`src/rtl/rv32_bus_arbiter.sv`:
```
// Two-master round-robin arbiter for the shared rv32 peripheral/RAM bus.
// Single-cycle address phase, bounded locked ownership, 1-cycle read return routing.
module rv32_bus_arbiter #(
    parameter int unsigned address_width = 32,
    parameter int unsigned data_width    = 32,
    parameter logic [address_width-1:0] ParkAddress = address_width'(32'hFFFF_FFFC),
    parameter int unsigned LockMaxCycles = 64
) (
    input  logic                     clk_i,
    input  logic                     reset_ni,
    input  logic                     m0_req_i,
    input  logic                     m0_we_i,
    input  logic [3:0]               m0_be_i,
    input  logic                     m0_lock_i,
    input  logic [address_width-1:0] m0_address_i,
    input  logic [data_width-1:0]    m0_data_i,
    output logic                     m0_gnt_o,
    output logic                     m0_rvalid_o,
    output logic [data_width-1:0]    m0_data_o,
    input  logic                     m1_req_i,
    input  logic                     m1_we_i,
    input  logic [3:0]               m1_be_i,
    input  logic                     m1_lock_i,
    input  logic [address_width-1:0] m1_address_i,
    input  logic [data_width-1:0]    m1_data_i,
    output logic                     m1_gnt_o,
    output logic                     m1_rvalid_o,
    output logic [data_width-1:0]    m1_data_o,
    output logic [address_width-1:0] address_o,
    output logic [data_width-1:0]    data_o,
    output logic                     we_o,
    output logic [3:0]               we_ram_o,
    input  logic [data_width-1:0]    data_i,
    output logic                     lock_timeout_o
);

    localparam int unsigned CntW = $clog2(LockMaxCycles + 1);

    typedef enum logic [1:0] {IDLE, OWN0, OWN1} state_e;

    state_e            state_q, state_d;
    logic              last_q, last_d;
    logic [CntW-1:0]   lock_cnt_q, lock_cnt_d;
    logic [CntW-1:0]   lock_cnt_inc;
    logic              rd_pend_q, rd_pend_d;
    logic              rd_owner_q, rd_owner_d;
    logic              timeout_q, timeout_d;
    logic              gnt0, gnt1;
    logic [3:0]        be_sel;

    always_ff @(posedge clk_i or negedge reset_ni) begin
        if (!reset_ni) begin
            state_q    <= IDLE;
            last_q     <= 1'b1;
            lock_cnt_q <= '0;
            rd_pend_q  <= 1'b0;
            rd_owner_q <= 1'b0;
            timeout_q  <= 1'b0;
        end else begin
            state_q    <= state_d;
            last_q     <= last_d;
            lock_cnt_q <= lock_cnt_d;
            rd_pend_q  <= rd_pend_d;
            rd_owner_q <= rd_owner_d;
            timeout_q  <= timeout_d;
        end
    end

    assign lock_cnt_inc = (lock_cnt_q == CntW'(LockMaxCycles)) ? lock_cnt_q
                                                               : lock_cnt_q + CntW'(1);

    // Arbitration, lock FSM and slave-side mux
    always_comb begin
        state_d    = state_q;
        last_d     = last_q;
        lock_cnt_d = lock_cnt_q;
        rd_owner_d = rd_owner_q;
        timeout_d  = 1'b0;
        gnt0       = 1'b0;
        gnt1       = 1'b0;

        case (state_q)
            IDLE: begin
                if (m0_req_i && m1_req_i) begin
                    gnt0 = last_q;
                    gnt1 = !last_q;
                end else begin
                    gnt0 = m0_req_i;
                    gnt1 = m1_req_i;
                end
                lock_cnt_d = '0;
                if (gnt0 && m0_lock_i) begin
                    state_d    = OWN0;
                    lock_cnt_d = CntW'(1);
                end else if (gnt1 && m1_lock_i) begin
                    state_d    = OWN1;
                    lock_cnt_d = CntW'(1);
                end
            end
            OWN0: begin
                gnt0       = m0_req_i;
                lock_cnt_d = lock_cnt_inc;
                if (!m0_lock_i) begin
                    state_d    = IDLE;
                    lock_cnt_d = '0;
                end else if (lock_cnt_q >= CntW'(LockMaxCycles - 1)) begin
                    state_d    = IDLE;
                    lock_cnt_d = '0;
                    timeout_d  = 1'b1;
                    last_d     = 1'b0;
                end
            end
            OWN1: begin
                gnt1       = m1_req_i;
                lock_cnt_d = lock_cnt_inc;
                if (!m1_lock_i) begin
                    state_d    = IDLE;
                    lock_cnt_d = '0;
                end else if (lock_cnt_q >= CntW'(LockMaxCycles - 1)) begin
                    state_d    = IDLE;
                    lock_cnt_d = '0;
                    timeout_d  = 1'b1;
                    last_d     = 1'b1;
                end
            end
            default: begin
                state_d = IDLE;
            end
        endcase

        // Grants must drop the moment reset asserts, even with requests held
        if (!reset_ni) begin
            gnt0 = 1'b0;
            gnt1 = 1'b0;
        end

        if (gnt0) begin
            last_d     = 1'b0;
            rd_owner_d = 1'b0;
        end else if (gnt1) begin
            last_d     = 1'b1;
            rd_owner_d = 1'b1;
        end
        rd_pend_d = (gnt0 && !m0_we_i) || (gnt1 && !m1_we_i);

        address_o = ParkAddress;
        data_o    = '0;
        we_o      = 1'b0;
        be_sel    = '0;
        if (gnt0) begin
            address_o = m0_address_i;
            data_o    = m0_data_i;
            we_o      = m0_we_i;
            be_sel    = m0_be_i;
        end else if (gnt1) begin
            address_o = m1_address_i;
            data_o    = m1_data_i;
            we_o      = m1_we_i;
            be_sel    = m1_be_i;
        end
        we_ram_o = be_sel & {4{we_o}};
    end

    assign m0_gnt_o       = gnt0;
    assign m1_gnt_o       = gnt1;
    assign lock_timeout_o = timeout_q;

    // Read data goes only to the master that issued the read one cycle earlier
    assign m0_rvalid_o = rd_pend_q && !rd_owner_q;
    assign m1_rvalid_o = rd_pend_q && rd_owner_q;
    assign m0_data_o   = m0_rvalid_o ? data_i : '0;
    assign m1_data_o   = m1_rvalid_o ? data_i : '0;

endmodule

```
`config.mk`:
```
export PLATFORM = sky130hd
export DESIGN_NAME = rv32_bus_arbiter
export DESIGN_NICKNAME = d
export VERILOG_FILES = /design/src/rtl/rv32_bus_arbiter.sv
export SDC_FILE = /design/constraint.sdc
export NUM_CORES = 1
export LEC_CHECK = 0
export CORE_AREA = 2 2 121 123
export CTS_CLUSTER_SIZE = 40
export DETAILED_ROUTE_END_ITERATION = 16
export DIE_AREA = 0 0 123 125
export HOLD_SLACK_MARGIN = 0.05
export SLEW_MARGIN = 20
export SYNTH_ARGS = -nofsm -noshare
export SYNTH_HDL_FRONTEND = slang
export SYNTH_SLANG_ARGS = --single-unit
```
`constraint.sdc`:
```
create_clock -name clk_i -period 3.9 [get_ports clk_i]
set_input_delay 0.78 -clock clk_i [delete_from_list [all_inputs] [get_ports clk_i]]
set_output_delay 0.78 -clock clk_i [all_outputs]
set_load 0.02 [all_outputs]
```
==> Yosys cells after proc, flatten, opt, wreduce, memory -nomap -nowiden <==
Index checks and enable logic that the tools add are counted.
{ "op_classes": {"add_sub_neg": 1, "n_lt_le_gt_ge": 1, "eq_ne": 8, "muxes": 44, "bitwise": 1, "n_reduce_logical": 17} }
{ "ops": {"columns": ["op", "count"], "rows": [
  ["$mux W32", 6],
  ["$mux W7", 4],
  ["$mux W1", 21],
  ["$pmux W7 S3", 1],
  ["$ne A4 B4 Y1 const B", 4],
  ["$mux W2", 5],
  ["$mux W4", 2],
  ["$pmux W1 S2", 4],
  ["$add A7 B1 Y7 const B", 1],
  ["$eq A7 B7 Y1 const B", 1],
  ["$ge A7 B6 Y1 const B", 1],
  ["$logic_and A1 B1 Y1", 7],
  ["$pmux W2 S3", 1],
  ["$reduce_and A5 Y1", 1],
  ["$and A4 B4 Y4", 1],
  ["$logic_not A1 Y1", 4],
  ["$reduce_bool A4 Y1", 1],
  ["$ne A3 B3 Y1 const B", 1],
  ["$reduce_bool A3 Y1", 1],
  ["$eq A2 B1 Y1 const B", 1],
  ["$eq A2 B2 Y1 const B", 1],
  ["$logic_not A2 Y1", 1],
  ["$reduce_bool A2 Y1", 1],
  ["$logic_or A1 B1 Y1", 1]
]} }
{ "totals": {"regBits": 13, "inputBits": 176, "out_inout_bits": 138} }

==> Logic depth before layout (Yosys ltp) <==
{ "depth": {"ltp_word": 8, "ltp_mapped": 8, "ltp_nobuf": 7} }

==> Least setup slack after synthesis <==
No wires, ideal clock.
{ "synth_timing": {"kind": "input to output", "start": "input port m1_req_i", "end": "output port address_o[0]", "t_arrival_ps": 1896, "t_required_ps": 3120, "path_slack_ps": 1224, "path_stages": 6, "n_path_buf": 1, "cell_sequence": "or3b_1 > o2111ai_4 > inv_6 > nor2_8 > buf_6 > a22o_1"} }
{ "synth_between": {"elab_chain_cells": 7, "word_cells_on_any_way": 11, "cone_classes": "10 x mux; 1 x reduce/logical"} }
{ "synth_lines": {"columns": ["element", "line_no", "text"], "rows": [
  ["start: declaration", "20", "input logic m1_req_i,"],
  ["$logic_and A1 B1 Y1", "84", "if (m0_req_i && m1_req_i) begin"],
  ["$mux W1", "84", null],
  ["$mux W1", "82", "case (state_q)"],
  ["$pmux W1 S2", "82", null],
  ["$mux W1", "132", "if (!reset_ni) begin"],
  ["$mux W32", "155", "end else if (gnt1) begin"],
  ["$mux W32 (*)", "150", "if (gnt0) begin"],
  ["end: declaration", "29", "output logic [address_width-1:0] address_o,"]
]} }
Mark *: on every way between the ends. The rest lies on a longest branch, timed or not. The select of a mux whose other input is x is not followed.

==> Worst setup path after layout <==
Ends and elaborated chain as after synthesis.

==> out/metrics.cfg <==
[cells_and_area]
area_growth_pct=170
nets=734
seqCellArea_um2=327
multi_input_area_mm2=0.00152
drive_gt1_frac=0.0509
n_antenna_cell=0
utilization=0.387
stdcell_count=734
nFillCells=1406

[critical_path]
slowest_stage=clkdlybuf4s50_1
cp.depth=8
critPathRequiredTime_ns=3.12
reg2reg_from=state_q[1]
cpMostUsedCell=clkdlybuf4s50_1
cp-end-kind=primary output
regToRegEndpoint=rd_owner_q
cp_cell_sequence=clkdlybuf4s50_1, or3b_1, o2111ai_4, inv_6, nor2_8, buf_12, a22o_1, clkdlybuf4s50_1
crit_buf_inv=4
r2r_setup_slack_ns=1.97
crit_type=in -> out
path_delay_family=buffers and inverters
critPathMaxFanout=28
reg2reg_depth=7
critPathLaunchType=primary input
crit_arrival_ns=2.99
cpPeakStageDelay_ns=0.62

[logic_synthesis]
yosys_register_bits=13
async_flop_share=1.00
ys_warn_count=0
ys.flop_type=dfrtp_1
synth_cell_type_count=43
synth_area_leaders=a22o_1 (16%), dfrtp_1 (15%), o22a_1 (13%), and2_1 (11%), and3_1 (9.8%)
synth.top_cell.area_share=0.159
synth.net_count=427
synth.most_common_cell=a22o_1
syn_inst=244
ys_seq_area_frac=0.161
yosys.area.top_type=a22o_1
synth_common_cells=a22o_1 (37), and2_1 (36), and3_1 (32)
syn_area_mm2=0.00203
synth_edf_count=0
syn_area_per_cell_um2=8.34

[global_routing]
grt_use_total=0.147
met1_usage=0.152
grt_overflow=0
use_met3=0.0347
antenna_found_initial=0
grt_max_degree=42
grt_pass1_vias=3320
grt.busiest_layer=met2
grtUsageMet2=0.292
grt_pass1_wl_mm=17.8

[clock_tree]
cts_hold_buf=0
path_clk_slew_ns=0.05
cts.sinks=13
cts_root_buf=clkbuf_16
insertion_delay_ns=0.25
htreeDepth=1
cts_tree=done
cts_max_path_buffers=2
cts_made_buffers=3

[pwr]
p_leak_nw=2.19
power_density_mw_per_mm2=394
ir_drop_uv=176
total_power_w=0.00216

[worst_hold_path]
whs_endpoint=last_q
hold_depth=2
min_from=last_q
worstHoldPathType=reg -> reg

[floorplanning]
pin_count=314
fp-row-count=44
die_area_mm2=0.0154
die_h_um=125
coreArea_mm2=0.0142
start_util=0.143
die_w_um=123

[sta]
fin_skew_ns=0.00756
rsz0062_at_grt=no
max_slew.worst_pin.slew_ns=0.461
relSlewSlack=0.693
setup_violations=0
final-max-slew-violation-count=0
final_hold_viol_count=0
fin_tns_setup_ns=0
fin_crit_ns=3.77
post-route-period-util=0.965
worst_slack_ns=0.135
max_freq_ghz=0.266

[place]
dp.final_hpwl_mm=10.6
pre_cts_ws_ns=0.104
place.gp.congestion=0.835
io_buffers=313
place_inst=730

[route]
vias=3326
wl_mm=12.5
routed_via_density=4.53
wl_per_cell_um=17.0
dr.pass1.iters=6
drc=0
drtIter0Drc=122
antenna_left=0

[outcome]
status=completed

[flow_run]
maxCapViolCount=0

[metrics by stage]
stage | hold WS [ns] | cell area [µm²]
global placement | 0.477 | 5410
floorplan | 0.457 | 2030
finish | 0.494 | 5490
detailed placement | 0.494 | 5410
CTS | 0.500 | 5490
global route | 0.515 | 5490
[area by class of cell]
type / instances / share of cell area
Tap cell: 184 / 0.0419
Inverter: 11 / 0.00843
Clock buffer: 4 / 0.0143
Timing Repair Buffer: 325 / 0.599
Multi-Input combinational cell: 197 / 0.277
Sequential cell: 13 / 0.0594
[report_power, final]
group	switching [W]	internal [W]	leakage [nW]	total, W
combinational	0.000877	0.000886	1.98	0.00176
sequential	0.0000350	0.000168	0.172	0.000203
clock	0.0000583	0.000138	0.0382	0.000196
[worst max-delay path by stage]
stage / from / endpoint / slack, ns
final: m1_req_i / address_o[0] / 0.13
after floorplan: m1_req_i / address_o[0] / 1.22
after global placement: m1_req_i / data_o[8] / 0.11
after global routing: m1_req_i / data_o[18] / 0.03
after detailed placement: m0_req_i / data_o[8] / 0.10
after CTS: m0_req_i / address_o[0] / 0.09
[sequential cells by signal, indices dropped and copies added (netlist names)]
| signal | cells |
|---|---|
| lock_timeout_o | 1 |
| state_q | 2 |
| lock_cnt_q | 7 |
| last_q | 1 |
| rd_owner_q | 1 |
| rd_pend_q | 1 |
[cell usage in the layout, fill, tap and decap left out, types with 3 or more instances in the layout]
cell	n
o21ai_0	4
clkbuf_16	3
o22a_1	30
a22o_1	37
clkdlybuf4s50_1	308
a21oi_1	4
ha_1	7
and2_1	36
and3_1	32
buf_12	6
inv_1	9
buf_4	10
a32o_1	5
dfrtp_1	12
nand3_1	4
nor2_1	6
[worst min-delay path, delay by kind of cell, from the launching register on]
family | cells | cell delay (ns)
buffers and inverters | 1 | 0.05
muxes | 1 | 0.06
DFF | 1 | 0.38
[per-layer routing]
| layer | vias to the layer above | wire length (µm) |
|---|---|---|
| li1 | 1563 | - |
| met1 | 1546 | 4480 |
| met3 | 15 | 1220 |
| met2 | 202 | 6570 |
| met4 | 0 | 225 |
| met5 | - | 0 |
[repair_timing]
| action | in CTS | in global routing |
|---|---|---|
| endpoints found under the setup margin | 0 | 2 |
| resized for setup | 0 | 2 |
| buffers inserted | 0 | 0 |
[cells by family after synthesis]
kind of cell	after synthesis	share of synthesized area
mux	2	0.00984
simple gates	89	0.271
fa+ha+maj	7	0.0430
buf+inv	34	0.0916
compound gates	99	0.424
flops	13	0.161
Note: power is estimated with default switching activity, not from simulation.
